## src/rtl/nod_pipe.sv

```systemverilog
// -----------------------------------------------------------------------------
// nod_pipe -- nearest-power-of-two rounding pipeline
//
// Purpose:
//   For each accepted unsigned operand in_a, produce the nearest power of two
//   as a one-hot vector, the index of its set bit, and the exact signed
//   residual (in_a - onehot). Midpoints round up (3->4, 6->8). A zero operand
//   yields all-zero results with out_zero set.
//
//   Two register stages with valid/ready flow control:
//     S1: operand and its leading-one position
//     S2: rounded one-hot, index, residual, zero flag (drives the outputs)
//   Throughput is one operand per cycle. Latency is 2 cycles with out_ready
//   held high. A stalled stage holds its contents unchanged.
//
// Configuration macro:
//   NOD_OVF_EN  defined   -> rounding past bit W-1 yields out_onehot[W]=1,
//                            out_idx=W.
//               undefined -> result saturates at bit W-1, out_onehot[W]=0;
//                            residual stays exact against the saturated value.
//
// Parameters:
//   W   operand width (3..32), default 16
//   IW  width of out_idx, default $clog2(W+1)
//
// Ports:
//   clk        in   1     rising-edge clock
//   rst        in   1     asynchronous active-high reset
//   in_valid   in   1     in_a holds a valid operand
//   in_ready   out  1     operand accepted this cycle when in_valid is high
//   in_a       in   W     unsigned operand
//   out_valid  out  1     output fields hold a valid result
//   out_ready  in   1     consumer takes the result this cycle
//   out_onehot out  W+1   one-hot rounded power of two (0 for zero operand)
//   out_idx    out  IW    position of the set bit (0 for zero operand)
//   out_res    out  W+2   two's complement residual in_a - out_onehot
//   out_zero   out  1     operand was zero
// -----------------------------------------------------------------------------
module nod_pipe #(
  parameter int unsigned W  = 16,
  parameter int unsigned IW = $clog2(W+1)
) (
  input  logic          clk,
  input  logic          rst,
  input  logic          in_valid,
  output logic          in_ready,
  input  logic [W-1:0]  in_a,
  output logic          out_valid,
  input  logic          out_ready,
  output logic [W:0]    out_onehot,
  output logic [IW-1:0] out_idx,
  output logic [W+1:0]  out_res,
  output logic          out_zero
);

  // ---------------------------------------------------------------------------
  // Stage registers
  // ---------------------------------------------------------------------------
  logic          r_s1_valid;
  logic [W-1:0]  r_s1_a;
  logic [IW-1:0] r_s1_lead;

  logic          r_s2_valid;
  logic [W:0]    r_s2_onehot;
  logic [IW-1:0] r_s2_idx;
  logic [W+1:0]  r_s2_res;
  logic          r_s2_zero;

  // ---------------------------------------------------------------------------
  // Flow control
  // ---------------------------------------------------------------------------
  logic w_s1_adv;

  // S1 may move into S2 whenever S2 is empty or is being drained this cycle.
  assign w_s1_adv = !r_s2_valid || out_ready;
  // S1 can take a new operand when empty or when its content moves on.
  assign in_ready = !r_s1_valid || w_s1_adv;

  // ---------------------------------------------------------------------------
  // Stage 1 combinational: leading-one position of the incoming operand.
  // Highest set bit wins because later iterations overwrite earlier ones.
  // A zero operand leaves position 0; S2 detects zero from the operand itself.
  // ---------------------------------------------------------------------------
  logic [IW-1:0] w_lead;

  always_comb begin
    w_lead = '0;
    for (int unsigned i = 0; i < W; i++) begin
      if (in_a[i]) begin
        w_lead = IW'(i);
      end
    end
  end

  always_ff @(posedge clk or posedge rst) begin
    if (rst) begin
      r_s1_valid <= 1'b0;
      r_s1_a     <= '0;
      r_s1_lead  <= '0;
    end else if (in_ready) begin
      r_s1_valid <= in_valid;
      if (in_valid) begin
        r_s1_a    <= in_a;
        r_s1_lead <= w_lead;
      end
    end
  end

  // ---------------------------------------------------------------------------
  // Stage 2 combinational: rounding decision, one-hot, index, residual
  // ---------------------------------------------------------------------------
  logic          w_s1_zero;
  logic          w_round_up;
  logic [IW-1:0] w_idx;
  logic [W:0]    w_onehot;
  logic [W+1:0]  w_res;

  assign w_s1_zero = (r_s1_a == '0);

  // The operand lies between 2^p and 2^(p+1); its midpoint is 2^p + 2^(p-1).
  // The bit just below the leading one is set exactly when the operand is at
  // or above that midpoint, so it alone decides the round-up (ties go up).
  // p = 0 has no bit below and never rounds up.
  always_comb begin
    w_round_up = 1'b0;
    for (int unsigned i = 1; i < W; i++) begin
      if (r_s1_lead == IW'(i)) begin
        w_round_up = r_s1_a[i-1];
      end
    end
  end

`ifdef NOD_OVF_EN
  always_comb begin
    w_idx = r_s1_lead;
    if (w_round_up) begin
      // p = W-1 rounds to W, which fits IW bits by construction.
      w_idx = r_s1_lead + IW'(1);
    end
    if (w_s1_zero) begin
      w_idx = '0;
    end
  end
`else
  logic w_at_top;

  assign w_at_top = (r_s1_lead == IW'(W-1));

  always_comb begin
    w_idx = r_s1_lead;
    // Rounding past bit W-1 saturates at 2^(W-1); residual then goes positive.
    if (w_round_up && !w_at_top) begin
      w_idx = r_s1_lead + IW'(1);
    end
    if (w_s1_zero) begin
      w_idx = '0;
    end
  end
`endif

  always_comb begin
    w_onehot = '0;
    for (int unsigned i = 0; i <= W; i++) begin
      if (w_idx == IW'(i)) begin
        w_onehot[i] = 1'b1;
      end
    end
    if (w_s1_zero) begin
      w_onehot = '0;
    end
`ifndef NOD_OVF_EN
    w_onehot[W] = 1'b0;
`endif
  end

  // Both operands zero-extended to W+2 bits; the difference lies within
  // [-2^(W-1), 2^(W-1)) so the two's complement result is always exact.
  assign w_res = {2'b00, r_s1_a} - {1'b0, w_onehot};

  always_ff @(posedge clk or posedge rst) begin
    if (rst) begin
      r_s2_valid  <= 1'b0;
      r_s2_onehot <= '0;
      r_s2_idx    <= '0;
      r_s2_res    <= '0;
      r_s2_zero   <= 1'b0;
    end else if (w_s1_adv) begin
      r_s2_valid <= r_s1_valid;
      if (r_s1_valid) begin
        r_s2_onehot <= w_onehot;
        r_s2_idx    <= w_idx;
        r_s2_res    <= w_res;
        r_s2_zero   <= w_s1_zero;
      end
    end
  end

  // ---------------------------------------------------------------------------
  // Outputs come straight from S2 so they hold steady while stalled.
  // ---------------------------------------------------------------------------
  assign out_valid  = r_s2_valid;
  assign out_onehot = r_s2_onehot;
  assign out_idx    = r_s2_idx;
  assign out_res    = r_s2_res;
  assign out_zero   = r_s2_zero;

endmodule
```

## config.mk

```make
export PLATFORM = sky130hd
export DESIGN_NAME = nod_pipe
export DESIGN_NICKNAME = d
export VERILOG_FILES = /design/src/rtl/nod_pipe.sv
export SDC_FILE = /design/constraint.sdc
export NUM_CORES = 1
export LEC_CHECK = 0
export ABC_AREA = 1
export ABC_CLOCK_PERIOD_IN_PS = 5500
export BUFFER_PORTS_ARGS = -buffer_cell sky130_fd_sc_hd__buf_2
export CAP_MARGIN = 20
export CORE_MARGIN = 4
export CORE_UTILIZATION = 25
export DETAILED_ROUTE_END_ITERATION = 7
export PLACE_DENSITY_LB_ADDON = 0.2
export SYNTH_ARGS = -nofsm -noshare
export SYNTH_HDL_FRONTEND = slang
export SYNTH_SLANG_ARGS = --single-unit
export TNS_END_PERCENT = 20
```

## constraint.sdc

```tcl
create_clock -name clk -period 5.5 [get_ports clk]
set_input_delay 1.1 -clock clk [delete_from_list [all_inputs] [get_ports clk]]
set_output_delay 1.1 -clock clk [all_outputs]
set_load 0.005 [all_outputs]
```

=== Yosys cells after proc, flatten, opt, wreduce, memory -nomap -nowiden ===
Index checks and enable logic that the tools add are counted.
W data, S select, Z words.

* Output and inout port bits: 43
* Bits in writable memories: 0
* Flip-flop bits (word level): 63
* Bits in latches: 0
* Bits in read-only memories: 0
* Input port bits: 20
* Memories: 0
* Word-level logic and storage cells: 99

* Bitwise logic cells: 0
* Divide/modulo/power cells: 0
* Equality and inequality tests: 30
* Shift operators: 0
* $lt $le $gt $ge: 0
* Add/sub/neg operators: 2
* $mul: 0
* Reductions and logical operators: 10
* Muxes and demuxes: 49

{| class="wikitable"
|+ Operators with widths
! cell !! count
|-
| $eq A5 B4 Y1 const B || 16
|-
| $mux W5 || 16
|-
| $eq A5 B3 Y1 const B || 8
|-
| $mux W1 || 32
|-
| $eq A5 B2 Y1 const B || 4
|-
| $sub A16 B16 Y17 || 1
|-
| $logic_not A16 Y1 || 1
|-
| $mux W16 || 1
|-
| $eq A5 B1 Y1 const B || 2
|-
| $add A5 B1 Y5 const B || 1
|-
| $logic_not A5 Y1 || 1
|-
| $reduce_and A2 Y1 || 2
|-
| $logic_not A1 Y1 || 3
|-
| $logic_or A1 B1 Y1 || 2
|-
| $logic_and A1 B1 Y1 || 1
|}

=== Logic depth before layout (Yosys ltp) ===
Gate-level depths: netlist of the first run.

* Word-level depth: 23
* Depth in mapped cells: 36

=== Worst setup path before layout of the first run ===
No wires, ideal clock.

* Path kind: reg-to-reg
* Start: register r_s1_lead[1]
* End: register r_s2_res[13] (netlist: out_res[13])
* Buffers on the path: 0
* Slack: 2043 ps
* Library setup time: 118 ps
* Clock period less this slack: 3457 ps
* Arrival time: 3339 ps
* Stages on the path, launching flop included: 36
* Required time: 5382 ps
* Path through: dfrtp_1 > inv_1 > ha_1 > inv_1 > nand2_1 > nand3_1 > nand2_1 > inv_1 > nand2_1 > nand2_1 > nand2_1 > nand2_1 > nand2_1 > nand2_2 > nand2_4 > nand2_4 > nand2_1 > nand2_4 > o21ai_2 > nand2_1 > ha_1 > a21oi_1 > o21ai_0 > nand2_1 > nand3_1 > nand2_1 > nand2_1 > nand2_1 > nand2_1 > nand2_1 > inv_1 > nand2_1 > nand2_1 > or2_2 > nand3_1 > nand2_1

* Longest elaborated chain between the ends: 23

{| class="wikitable"
|+ Ends and longest elaborated chain
! what !! line !! RTL
|-
| start: declaration || 61 || <nowiki>logic [IW-1:0] r_s1_lead;</nowiki>
|-
| start signal: assignment || 104 || <nowiki>r_s1_lead <= w_lead;</nowiki>
|-
| $eq A5 B1 Y1 || 127 || <nowiki>if (r_s1_lead == IW'(i)) begin</nowiki>
|-
| $mux W1 (15 in series) || 127 ||
|-
| $logic_and A1 B1 Y1 || 152 || <nowiki>if (w_round_up && !w_at_top) begin</nowiki>
|-
| $mux W5 * || 152 ||
|-
| $mux W5 * || 155 || <nowiki>if (w_s1_zero) begin</nowiki>
|-
| $eq A5 B1 Y1, or another cell as far along || 164 || <nowiki>if (w_idx == IW'(i)) begin</nowiki>
|-
| $mux W1 || 164 ||
|-
| $mux W16 * || 168 || <nowiki>if (w_s1_zero) begin</nowiki>
|-
| $sub A16 B16 Y17 * || 178 || <nowiki>assign w_res = {2'b00, r_s1_a} - {1'b0, w_onehot};</nowiki>
|-
| end signal: assignment || 192 || <nowiki>r_s2_res <= w_res;</nowiki>
|-
| end: declaration || 66 || <nowiki>logic [W+1:0] r_s2_res;</nowiki>
|}

Mark *: on every way between the ends. The rest lies on a longest branch, timed or not.
A chain may end at the register's enable or synchronous reset.

=== Final worst setup path of the first run ===
Ends and elaborated chain as after synthesis.

==> impl_results.rst, run 1 <==
.. list-table::
   :header-rows: 1

   * - Metric
     - Value
   * - Area of the core
     - 14500 sq um
   * - Dominant cell type by area after synthesis
     - sky130_fd_sc_hd__dfrtp_1
   * - Cell with the most instances on the worst path
     - sky130_fd_sc_hd__nand2_1
   * - List of most frequent post-synthesis cells
     - 156 x sky130_fd_sc_hd__nand2_1, 61 x sky130_fd_sc_hd__dfrtp_1, 51 x sky130_fd_sc_hd__inv_1
   * - Final design utilization
     - 31.1%
   * - Ratio of total power to cell area
     - 446 nW/um^2
   * - Synthesis-to-finish area growth
     - 21.7%
   * - Number of violations reported at the end of detailed-routing iteration 0
     - 140
   * - Horiz. Die Dim
     - 130 um
   * - Most frequent cell after synthesis
     - sky130_fd_sc_hd__nand2_1
   * - Total of flip-flops plus latches after synthesis
     - 61
   * - EDFF count, synth
     - 0
   * - WL per Instance
     - 13.9 um
   * - Post-placement setup slack
     - 1.43 ns
   * - Starting Density
     - 25.5%
   * - Part of the total power dissipated in the clock network
     - 30.1%
   * - Number of clock buffers inserted by TritonCTS
     - 9
   * - Mapped Avg Cell Area
     - 7.61 sq um
   * - Wire length of the first global-routing pass
     - 16700 um
   * - Htree depth
     - 3
   * - Via count
     - 3261
   * - Initial DRT Pass Iterations
     - 4
   * - Clock latency at the later pin of the worst-skew pair
     - 0.33 ns
   * - Share of the clock period used by the worst path after layout
     - 74.1%
   * - Count of nets after finishing
     - 589
   * - DRC violation count after routing
     - 0
   * - Slew Viols, Final
     - 0
   * - Worst r2r dst
     - out_res[13]
   * - Number of setup buffers added after CTS
     - 0
   * - Worst clock skew
     - 0.00988 ns
   * - Largest driver fanout on the critical path
     - 8
   * - Die Ht
     - 130 um
   * - Achievable clock frequency
     - 246 MHz
   * - Hold path endpoint
     - out_onehot[15]
   * - Worst Tran Pin Value
     - 0.803 ns
   * - Leak
     - 0.00238 uW
   * - Finished Cell Area
     - 4510 sq um
   * - Largest net degree at the start of global routing
     - 62
   * - Post-Synthesis Net Count
     - 528
   * - Start point of the worst min-delay path
     - out_onehot[15]
   * - Number of maximum-capacitance constraint violations
     - 0
   * - Routed Antenna Nets
     - 0
   * - Hold-fix buffer count after cts
     - 0
   * - CP arrival
     - 4.29 ns
   * - Sequential group share of total power
     - 32.3%
   * - Worst min path class
     - reg2reg
   * - Psw
     - 755 uW
   * - Maximum VDD drop
     - 0.150 mV
   * - Longest individual stage delay on the worst path
     - 0.41 ns
   * - Crit path launch type
     - flop
   * - Internal Dissipation
     - 1260 uW
   * - Post-detailed-placement cell area
     - 4200 sq um
   * - Kind of capture point of the worst setup path
     - flop
   * - Number of standard-cell rows in the floorplan
     - 44
   * - CTS sink count
     - 61
   * - Worst slew margin relative to its limit
     - 46.4%
   * - Final global-route overflow total
     - 0
   * - Total of endpoints with negative setup slack in the final report
     - 0
   * - Area of the die
     - 16800 sq um
   * - Delay-heaviest family, CP
     - simple AND/OR/NAND/NOR gates
   * - Area share of the largest cell type after synthesis
     - 41.2%
   * - Final number of hold-violating endpoints
     - 0
   * - Post-CTS Resized
     - 0
   * - Via count of the first global-routing pass
     - 3194
   * - Largest cells by area after synthesis
     - sky130_fd_sc_hd__dfrtp_1 41%, sky130_fd_sc_hd__nand2_1 16%, sky130_fd_sc_hd__ha_1 6.7%
   * - Worst reg-to-reg path cell count
     - 35
   * - Count of pins on the block boundary
     - 63
   * - Portion of the post-synthesis area used by sequential elements
     - 41.2%
   * - Worst reg2reg setup slack
     - 1.43 ns
   * - Final TNS setup
     - 0 ns
   * - Run status
     - finished, final reports clean
   * - Clock Pin Slew Worst Setup and Hold Paths
     - 0.05 ns
   * - Part of the power in combinational logic
     - 37.7%
   * - Post-Syn Instances
     - 487
   * - Clock root cell
     - sky130_fd_sc_hd__clkbuf_16
   * - Antenna Diode Count
     - 0
   * - Summed instance area of the synthesized netlist
     - 3710 sq um
   * - Worst Hold Path Cells
     - 2
   * - Max Root-Sink Buffers
     - 2
   * - Global-route usage over all layers
     - 12.8%
   * - PnR worst setup slack
     - 1.43 ns
   * - I/O Buffers
     - 61
   * - Fraction of layout cells with a size suffix above 1
     - 18.5%
   * - Yosys warns
     - 0
   * - Share of flip-flops with an asynchronous set or reset after synthesis
     - 100%
   * - WP buf/inv
     - 4
   * - Switching share of power
     - 37.5%
   * - Cell variety after synth
     - 36
   * - Slowest stage cell, crit path
     - sky130_fd_sc_hd__dfrtp_1
   * - Required time of the critical path
     - 5.71 ns
   * - Unrepaired setup endpoints after global routing
     - false
   * - Last weighted congestion value of the routability-driven placer
     - 0.842
   * - Initial antenna violation count
     - 0
   * - Primary flip-flop cell chosen by synthesis mapping
     - sky130_fd_sc_hd__dfrtp_1
   * - Sum of net half-perimeters after detailed placement
     - 7860 um
   * - CTS tree
     - yes
   * - Critical Setup Path Class
     - reg2reg
   * - Wirelength, routed
     - 10300 um
   * - Minimum clock period
     - 4.07 ns
   * - Routed vias/inst
     - 4.43
   * - Worst reg2reg path startpoint
     - r_s1_lead[1]
[per-stage QoR]
stage	instances	hold WS (ns)	power [uW]
CTS	736	0.477	2050
global placement	721	0.461	1420
global route	736	0.499	2180
floorplan	487	0.473	1160
finish	736	0.474	2010
detailed placement	721	0.461	1430
[state kept, by name, summed over array words and instances (netlist names)]
signal / count
out_idx: 5
r_s1_lead: 4
out_res: 17
r_s1_valid: 1
out_zero: 1
out_onehot: 16
r_s1_a: 16
out_valid: 1
[worst register-to-register path: cells and delay by family, from the launching register on]
family / cells / cell delay [ns]
simple gates: 27 / 2.31
fa+ha+maj: 2 / 0.57
flops: 1 / 0.41
compound gates: 2 / 0.34
buf+inv: 4 / 0.29
[power groups by stage]
stage	clock, uW	sequential (uW)	combinational (uW)
after floorplan	0	648	514
after global placement	0	654	768
after detailed placement	0	657	769
after CTS	623	651	772
after global routing	640	666	875
final	606	650	759
[per-layer routing]
metal / GRT usage (%) / wire length [um] / share of wire [%] / vias to the layer above
met3: 3.40 / 417 / 4.1 / 4
met5: 0 / 0 / 0 / -
met1: 18.0 / 5200 / 51 / 1489
li1: - / - / - / 1711
met4: 3.24 / 74 / 0.72 / 0
met2: 19.5 / 4570 / 45 / 57
[cells by family (layout without fill, tap and decap cells)]
| group | count (synthesis) | in the layout | share of synthesized area (%) |
|---|---|---|---|
| AOI/OAI and AO/OA | 80 | 80 | 11.9 |
| xor gates and xnor gates | 8 | 8 | 1.89 |
| adders and majority gates | 21 | 21 | 7.29 |
| buffers and inverters | 68 | 133 | 7.29 |
| DFF | 61 | 61 | 41.2 |
| other | 1 | 1 | 0.101 |
| and+or+nand+nor | 248 | 248 | 30.4 |
[cell usage in the layout, fill, tap and decap left out, types with 2 or more instances in the layout]
master                      synthesis  routed
sky130_fd_sc_hd__inv_1             51      50
sky130_fd_sc_hd__a21oi_1           17      17
sky130_fd_sc_hd__nor2_4             7       7
sky130_fd_sc_hd__xnor2_1            2       2
sky130_fd_sc_hd__nand2_4            6       6
sky130_fd_sc_hd__buf_2              0      61
sky130_fd_sc_hd__ha_1              20      20
sky130_fd_sc_hd__a31oi_1            4       4
sky130_fd_sc_hd__nor4_1             6       6
sky130_fd_sc_hd__clkbuf_16          0       9
sky130_fd_sc_hd__xor2_1             6       6
sky130_fd_sc_hd__buf_4              2       3
sky130_fd_sc_hd__inv_2              3       4
sky130_fd_sc_hd__nor3_1             5       5
sky130_fd_sc_hd__nand3_1           41      41
sky130_fd_sc_hd__nor2_1            20      20
sky130_fd_sc_hd__o31ai_1            4       4
sky130_fd_sc_hd__o211ai_1           2       2
sky130_fd_sc_hd__nand2_1          156     156
sky130_fd_sc_hd__nor2_2             2       2
sky130_fd_sc_hd__bufinv_16          0       2
sky130_fd_sc_hd__nand3_2            2       2
sky130_fd_sc_hd__dfrtp_1           61      61
sky130_fd_sc_hd__o21ai_0           46      46
[worst max-delay path by stage]
| stage | startpoint | slack, ns | endpoint | cells after the start |
|---|---|---|---|---|
| CTS | r_s1_lead[1] | 1.41 | out_res[13] | 35 |
| global route | r_s1_lead[0] | 0.87 | out_res[14] | 32 |
| finish | r_s1_lead[1] | 1.43 | out_res[13] | 35 |
| detailed placement | r_s1_lead[1] | 1.43 | out_res[13] | 35 |
| floorplan | r_s1_lead[1] | 2.04 | out_res[13] | 35 |
| global placement | r_s1_lead[0] | 1.44 | out_res[13] | 35 |
[layout make-up]
class | instances | area, sq um
Tap cell | 184 | 230
Timing Repair Buffer | 64 | 328
Sequential cell | 61 | 1530
Inverter | 54 | 203
Clock inverter | 4 | 72.6
Multi-Input combinational cell | 358 | 1910
Fill cell | 1619 | 10000
Clock buffer | 11 | 243
Power figures use the tool's default switching activity.
==> run 2: changes to the inputs <==
- ABC_CLOCK_PERIOD_IN_PS: 5500 -> 4200
- clock period: 5.5 -> 4.2 ns (I/O delays scaled with it)
==> run 2 against run 1 <==
Effect of this change:
- critical endpoint unchanged
- utilization grew 0.59 points
- critical path depth is the same
- non-clock buffer count grew 11
- combinational power grew 40%
- clock skew shrank 0.0026 ns
- clock power grew 9.4%
- cell count grew 1.5%
- routed wire length shrank 0.71%
==> impl_results.rst, run 2 (synthesis results as in run 1) <==
.. list-table::
   :header-rows: 1

   * - Metric
     - Value
   * - Run status
     - finished, final reports clean
   * - Worst Hold Path Cells
     - 2 (unchanged)
   * - Via count
     - 3328 (+2.1%)
   * - Max FFs per register
     - 17 (unchanged)
   * - Maximum VDD drop
     - 0.232 mV (+55%)
   * - Worst clock skew
     - 0.00724 ns (-0.00264 ns)
   * - Most common cell after layout, fill and taps aside
     - sky130_fd_sc_hd__nand2_1
   * - Clock latency at the later pin of the worst-skew pair
     - 0.33 ns (about the same)
   * - Worst r2r dst
     - out_res[13]
   * - Largest driver fanout on the critical path
     - 6 (-2)
   * - Delay-heaviest family, CP
     - simple AND/OR/NAND/NOR gates
   * - Leak
     - 0.00241 uW (+1.4%)
   * - Number of clock buffers inserted by TritonCTS
     - 9 (unchanged)
   * - Filler cell count
     - 1610 (-0.56%)
   * - Kind of capture point of the worst setup path
     - flop
   * - Hold-fix buffer count after cts
     - 0 (unchanged)
   * - Area of all sequential standard cells
     - 1530 sq um (unchanged)
   * - DRC violation count after routing
     - 0 (unchanged)
   * - Wire length of the first global-routing pass
     - 16600 um (-0.21%)
   * - CP arrival
     - 4.11 ns (-0.18 ns)
   * - Required time of the critical path
     - 4.41 ns (-1.30 ns)
   * - Worst slew margin relative to its limit
     - 49.4% (+3.0 points)
   * - Worst reg-to-reg path cell count
     - 35 (unchanged)
   * - Htree depth
     - 3 (unchanged)
   * - Count of pins on the block boundary
     - 63 (unchanged)
   * - Sum of net half-perimeters after detailed placement
     - 7880 um (+0.19%)
   * - Slowest stage cell, crit path
     - sky130_fd_sc_hd__dfrtp_1
   * - WL per Instance
     - 13.6 um (-2.2%)
   * - Cell with the most instances on the worst path
     - sky130_fd_sc_hd__nand2_1
   * - Final Instance Count excl. Fillers
     - 747 (+1.5%)
   * - Last weighted congestion value of the routability-driven placer
     - 0.883 (+4.9%)
   * - I/O Buffers
     - 61 (unchanged)
   * - Worst min path class
     - reg2reg
   * - CTS tree
     - yes
   * - Final global-route overflow total
     - 0 (unchanged)
   * - Longest individual stage delay on the worst path
     - 0.43 ns (+0.02 ns)
   * - Clock root cell
     - sky130_fd_sc_hd__clkbuf_16
   * - Fraction of layout cells with a size suffix above 1
     - 21.5% (+3.0 points)
   * - Worst reg2reg path startpoint
     - r_s1_lead[0]
   * - Via count of the first global-routing pass
     - 3283 (+2.8%)
   * - Horiz. Die Dim
     - 130 um (unchanged)
   * - Share of the clock period used by the worst path after layout
     - 92.8% (+19 points)
   * - Number of standard-cell rows in the floorplan
     - 44 (unchanged)
   * - Area of the die
     - 16800 sq um (unchanged)
   * - CTS sink count
     - 61 (unchanged)
   * - Die Ht
     - 130 um (unchanged)
   * - Critical Setup Path Class
     - reg2reg
   * - Clock Pin Slew Worst Setup and Hold Paths
     - 0.05 ns (about the same)
   * - Initial DRT Pass Iterations
     - 4 (unchanged)
   * - Initial antenna violation count
     - 0 (unchanged)
   * - Synthesis-to-finish area growth
     - 24.1%
   * - Slew Viols, Final
     - 0 (unchanged)
   * - Hold path endpoint
     - out_onehot[15]
   * - Global-route usage over all layers
     - 12.8% (about the same)
   * - Multi-input logic area
     - 1970 sq um (+3.1%)
   * - Final number of hold-violating endpoints
     - 0 (unchanged)
   * - Total of endpoints with negative setup slack in the final report
     - 0 (unchanged)
   * - Wirelength, routed
     - 10200 um (-0.71%)
   * - Area of the core
     - 14500 sq um (unchanged)
   * - Commonest cells after routing, fill and taps aside
     - 156 x sky130_fd_sc_hd__nand2_1, 61 x sky130_fd_sc_hd__buf_2, 61 x sky130_fd_sc_hd__dfrtp_1
   * - Final hold slack
     - 0.470 ns (-0.00387 ns)
   * - Number of cells in the design after placement
     - 724 (+0.42%)
   * - Routed vias/inst
     - 4.46 (+0.55%)
   * - Max Root-Sink Buffers
     - 2 (unchanged)
   * - Crit path launch type
     - flop
   * - Number of violations reported at the end of detailed-routing iteration 0
     - 197 (+41%)
   * - Starting Density
     - 25.5% (unchanged)
   * - Overall power after layout
     - 2570 uW (+28%)
   * - Worst reg2reg setup slack
     - 0.30 ns (-1.12 ns)
   * - Largest net degree at the start of global routing
     - 36 (-42%)
   * - Final TNS setup
     - 0 ns (unchanged)
   * - Achievable clock frequency
     - 257 MHz (+4.6%)
   * - Ratio of total power to cell area
     - 559 nW/um^2 (+25%)
   * - Minimum clock period
     - 3.90 ns (-0.177 ns)
   * - Worst Tran Pin Value
     - 0.758 ns (-0.0452 ns)
   * - Start point of the worst min-delay path
     - out_onehot[15]
   * - Count of nets after finishing
     - 600 (+1.9%)
   * - WP buf/inv
     - 4 (unchanged)
   * - Antenna Diode Count
     - 0 (unchanged)
   * - Routed Antenna Nets
     - 0 (unchanged)
   * - Number of maximum-capacitance constraint violations
     - 0 (unchanged)
-- run 2: cell count changes in the layout (fill, tap and decap cells not counted), moves of 2 or more --
cell | previous run | this run
sky130_fd_sc_hd__nor3_2 | 0 | 3
sky130_fd_sc_hd__bufinv_16 | 2 | 0
sky130_fd_sc_hd__ha_2 | 0 | 2
sky130_fd_sc_hd__o21ai_0 | 46 | 44
sky130_fd_sc_hd__nor3_1 | 5 | 2
sky130_fd_sc_hd__buf_4 | 3 | 14
sky130_fd_sc_hd__clkbuf_1 | 1 | 3
sky130_fd_sc_hd__ha_1 | 20 | 16
sky130_fd_sc_hd__ha_4 | 0 | 2
sky130_fd_sc_hd__o21ai_1 | 0 | 2
-- run 2: area by class of cell --
class	count	share of cell area, %
Clock buffer	13	5.44
Clock inverter	2	0.218
Inverter	54	4.41
Multi-Input combinational cell	358	42.8
Sequential cell	61	33.2
Tap cell	184	5.01
Timing Repair Buffer	75	8.92
-- run 2: how the worst max path moves through the flow --
stage / startpoint / to / slack [ns] / depth (start not counted)
CTS: r_s1_lead[0] / out_res[13] / 0.18 / 35
global route: r_s1_lead[1] / out_res[14] / -0.01 / 32
detailed placement: r_s1_lead[0] / out_res[13] / 0.20 / 35
global placement: r_s1_lead[0] / out_res[13] / 0.19 / 35
finish: r_s1_lead[0] / out_res[13] / 0.30 / 35
floorplan: r_s1_lead[1] / out_res[13] / 0.74 / 35
-- run 2: worst min-delay path: cells and delay by family, from the launching register on --
family	cells	cell delay, ns
DFF	1	0.33
and+or+nand+nor	2	0.10
-- run 2: where the power goes --
| part | switching, uW | total (uW) | leakage [uW] | internal, uW |
|---|---|---|---|---|
| clock network | 253 | 663 | 0.000129 | 410 |
| registers | 111 | 853 | 0.000761 | 742 |
| logic | 632 | 1060 | 0.00152 | 426 |
-- run 2: metrics by stage --
step	util (%)	setup WS, ns	instance area [sq um]
finish	31.6	0.304	4600
global route	31.6	-0.0124	4600
CTS	30.8	0.179	4480
detailed placement	29.0	0.201	4220
global placement	29.0	0.188	4220
floorplan	-	0.743	3710
-- run 2: timing repair --
action	in CTS	in global routing
endpoints found under the setup margin	0	8
gates resized for setup	0	13
setup buffers	0	8
-- run 2: per-layer routing --
metal / GRT usage, % / part of all wire [%]
met5: 0 / 0
met2: 19.7 / 44
met3: 3.36 / 4.1
met1: 17.3 / 50
met4: 4.65 / 1.5
==> run 3: changes to the inputs <==
- CORE_ASPECT_RATIO: default -> 2
==> run 3 against run 2 <==
Effect of this change:
- utilization is 0.56 points higher
- worst setup slack better by 0.065 ns
- first-iteration DRC count down 37%
- worst hold slack gained 0.0027 ns
- clock-buffer cell count shrank 2
- die area rose by 0.70%
- clock skew is essentially flat
- combinational power about the same
- highest routed layer unchanged
==> impl_results.rst, run 3 (synthesis results as in run 1) <==
.. list-table::
   :header-rows: 1

   * - Metric
     - Value
   * - Sequential group share of total power
     - 31.6% (-1.5 points)
   * - Worst clock skew
     - 0.00767 ns (+0.000428 ns)
   * - Most common cell after layout, fill and taps aside
     - sky130_fd_sc_hd__nand2_1
   * - Psw
     - 1010 uW (+0.94%)
   * - Ratio of total power to cell area
     - 581 nW/um^2 (+3.8%)
   * - Largest net degree at the start of global routing
     - 55 (+53%)
   * - Kind of capture point of the worst setup path
     - flop
   * - Final global-route overflow total
     - 0 (unchanged)
   * - Max FFs per register
     - 17 (unchanged)
   * - WL per Instance
     - 14.2 um (+4.0%)
   * - Switching share of power
     - 37.2% (-1.5 points)
   * - CP arrival
     - 4.01 ns (-0.10 ns)
   * - Synthesis-to-finish area growth
     - 25.3%
   * - Last weighted congestion value of the routability-driven placer
     - 0.819 (-7.3%)
   * - Run status
     - finished, final reports clean
   * - Share of the clock period used by the worst path after layout
     - 91.2% (-1.6 points)
   * - Wire length of the first global-routing pass
     - 17900 um (+7.8%)
   * - Slew Viols, Final
     - 0 (unchanged)
   * - Count of nets after finishing
     - 599 (-0.17%)
   * - Number of clock buffers inserted by TritonCTS
     - 9 (unchanged)
   * - Unrepaired setup endpoints after global routing
     - false
   * - Worst Tran Pin Value
     - 0.761 ns (+0.00243 ns)
   * - Number of maximum-capacitance constraint violations
     - 0 (unchanged)
   * - Horiz. Die Dim
     - 94.1 um (-27%)
   * - CTS tree
     - yes
   * - Area of the die
     - 17000 sq um (+0.70%)
   * - Via count
     - 3354 (+0.78%)
   * - Final Instance Count excl. Fillers
     - 754 (+0.94%)
   * - Max Root-Sink Buffers
     - 2 (unchanged)
   * - Routed Antenna Nets
     - 0 (unchanged)
   * - Crit path launch type
     - flop
   * - Total of endpoints with negative setup slack in the final report
     - 0 (unchanged)
   * - Part of the power in combinational logic
     - 39.2% (-1.9 points)
   * - Antenna Diode Count
     - 0 (unchanged)
   * - Slowest stage cell, crit path
     - sky130_fd_sc_hd__dfrtp_2
   * - Htree depth
     - 3 (unchanged)
   * - DRC violation count after routing
     - 0 (unchanged)
   * - Area of the core
     - 14400 sq um (-0.72%)
   * - Final hold slack
     - 0.473 ns (+0.00270 ns)
   * - Achievable clock frequency
     - 261 MHz (+1.7%)
   * - Leak
     - 0.00243 uW (+0.63%)
   * - Internal Dissipation
     - 1690 uW (+7.4%)
   * - I/O Buffers
     - 61 (unchanged)
   * - Number of violations reported at the end of detailed-routing iteration 0
     - 125 (-37%)
   * - Global-route usage over all layers
     - 13.6% (+0.81 points)
   * - Count of pins on the block boundary
     - 63 (unchanged)
   * - Sum of net half-perimeters after detailed placement
     - 8590 um (+9.0%)
   * - Clock Pin Slew Worst Setup and Hold Paths
     - 0.05 ns (about the same)
   * - Minimum clock period
     - 3.83 ns (-0.0652 ns)
   * - Number of standard-cell rows in the floorplan
     - 62 (+41%)
   * - Maximum VDD drop
     - 0.202 mV (-13%)
   * - Initial DRT Pass Iterations
     - 6 (+2)
   * - Via count of the first global-routing pass
     - 3577 (+9.0%)
   * - Final TNS setup
     - 0 ns (unchanged)
   * - Number of cells in the design after placement
     - 733 (+1.2%)
   * - Part of the total power dissipated in the clock network
     - 29.2% (+3.4 points)
   * - Final number of hold-violating endpoints
     - 0 (unchanged)
   * - Required time of the critical path
     - 4.38 ns (-0.03 ns)
   * - Hold-fix buffer count after cts
     - 0 (unchanged)
   * - Cell with the most instances on the worst path
     - sky130_fd_sc_hd__nand2_1
   * - Routed vias/inst
     - 4.45 (-0.15%)
   * - Starting Density
     - 25.7% (+0.19 points)
   * - Commonest cells after routing, fill and taps aside
     - 155 x sky130_fd_sc_hd__nand2_1, 61 x sky130_fd_sc_hd__buf_2, 59 x sky130_fd_sc_hd__dfrtp_1
   * - Wirelength, routed
     - 10700 um (+5.0%)
   * - Fraction of layout cells with a size suffix above 1
     - 21.9% (+0.39 points)
   * - Clock root cell
     - sky130_fd_sc_hd__clkbuf_16
   * - Clock latency at the later pin of the worst-skew pair
     - 0.32 ns (about the same)
   * - Largest driver fanout on the critical path
     - 6 (unchanged)
   * - Die Ht
     - 180 um (+39%)
   * - Worst slew margin relative to its limit
     - 49.2% (-0.16 points)
   * - Longest individual stage delay on the worst path
     - 0.43 ns (about the same)
   * - Initial antenna violation count
     - 0 (unchanged)
   * - Critical Setup Path Class
     - reg2reg
   * - CTS sink count
     - 61 (unchanged)
   * - Worst min path class
     - reg2reg
run 3: stage by stage:
stage	util [%]	area, sq um	setup slack [ns]	power (uW)
finish	32.2	4650	0.369	2700
global route	32.2	4650	0.000731	2920
CTS	31.6	4550	0.0246	2700
detailed placement	29.4	4240	0.0683	1890
global placement	29.4	4240	0.128	1880
floorplan	-	3710	0.743	1520
run 3: what timing repair did:
item | CTS | global route
endpoints found under the setup margin | 0 | 8
setup buffers | 0 | 6
endpoints found under the hold margin | 0 | 0
gates resized for setup | 0 | 14
run 3: worst max-delay path, delay by kind of cell (launching register included):
kind	cells	cell delay, ns
and+or+nand+nor	22	2.06
adders and majority gates	2	0.60
DFF	1	0.43
buffers and inverters	5	0.33
AOI/OAI and AO/OA	2	0.17
xor gates and xnor gates	1	0.11
run 3: final timing paths:
| path | startpoint | to | slack [ns] | cells after the start |
|---|---|---|---|---|
| max | r_s1_lead[1] | out_res[14] | 0.37 | 32 |
| max in group asynchronous | rst | r_s1_lead[0] | 2.72 | 3 |
| max reg2reg | r_s1_lead[1] | out_res[14] | 0.37 | 32 |
| min | out_res[7] | out_res[7] | 0.47 | 2 |
| min in group asynchronous | rst | out_res[3] | 0.57 | 2 |
| min reg2reg | out_res[7] | out_res[7] | 0.47 | 2 |
run 3: area by class of cell:
class | instances | area, sq um
Fill cell | 1600 | 9780
Clock buffer | 11 | 243
Tap cell | 192 | 240
Inverter | 54 | 203
Multi-Input combinational cell | 358 | 1960
Timing Repair Buffer | 74 | 403
Clock inverter | 4 | 72.6
Sequential cell | 61 | 1530
run 3: power by group through the flow:
stage          Combinational (uW)  Clock [uW]  Sequential [uW]
2_1_floorplan                 672           0              848
3_3_place_gp                 1020           0              860
3_5_place_dp                 1030           0              864
4_1_cts                      1030         814              855
5_1_grt                      1210         839              877
6_report                     1060         789              853
run 3: layer usage:
| layer | track usage [%] | share of wire, % |
|---|---|---|
| met5 | 0 | 0 |
| met4 | 5.38 | 1.9 |
| met3 | 2.01 | 2.6 |
| met2 | 26.3 | 59 |
| met1 | 14.0 | 37 |
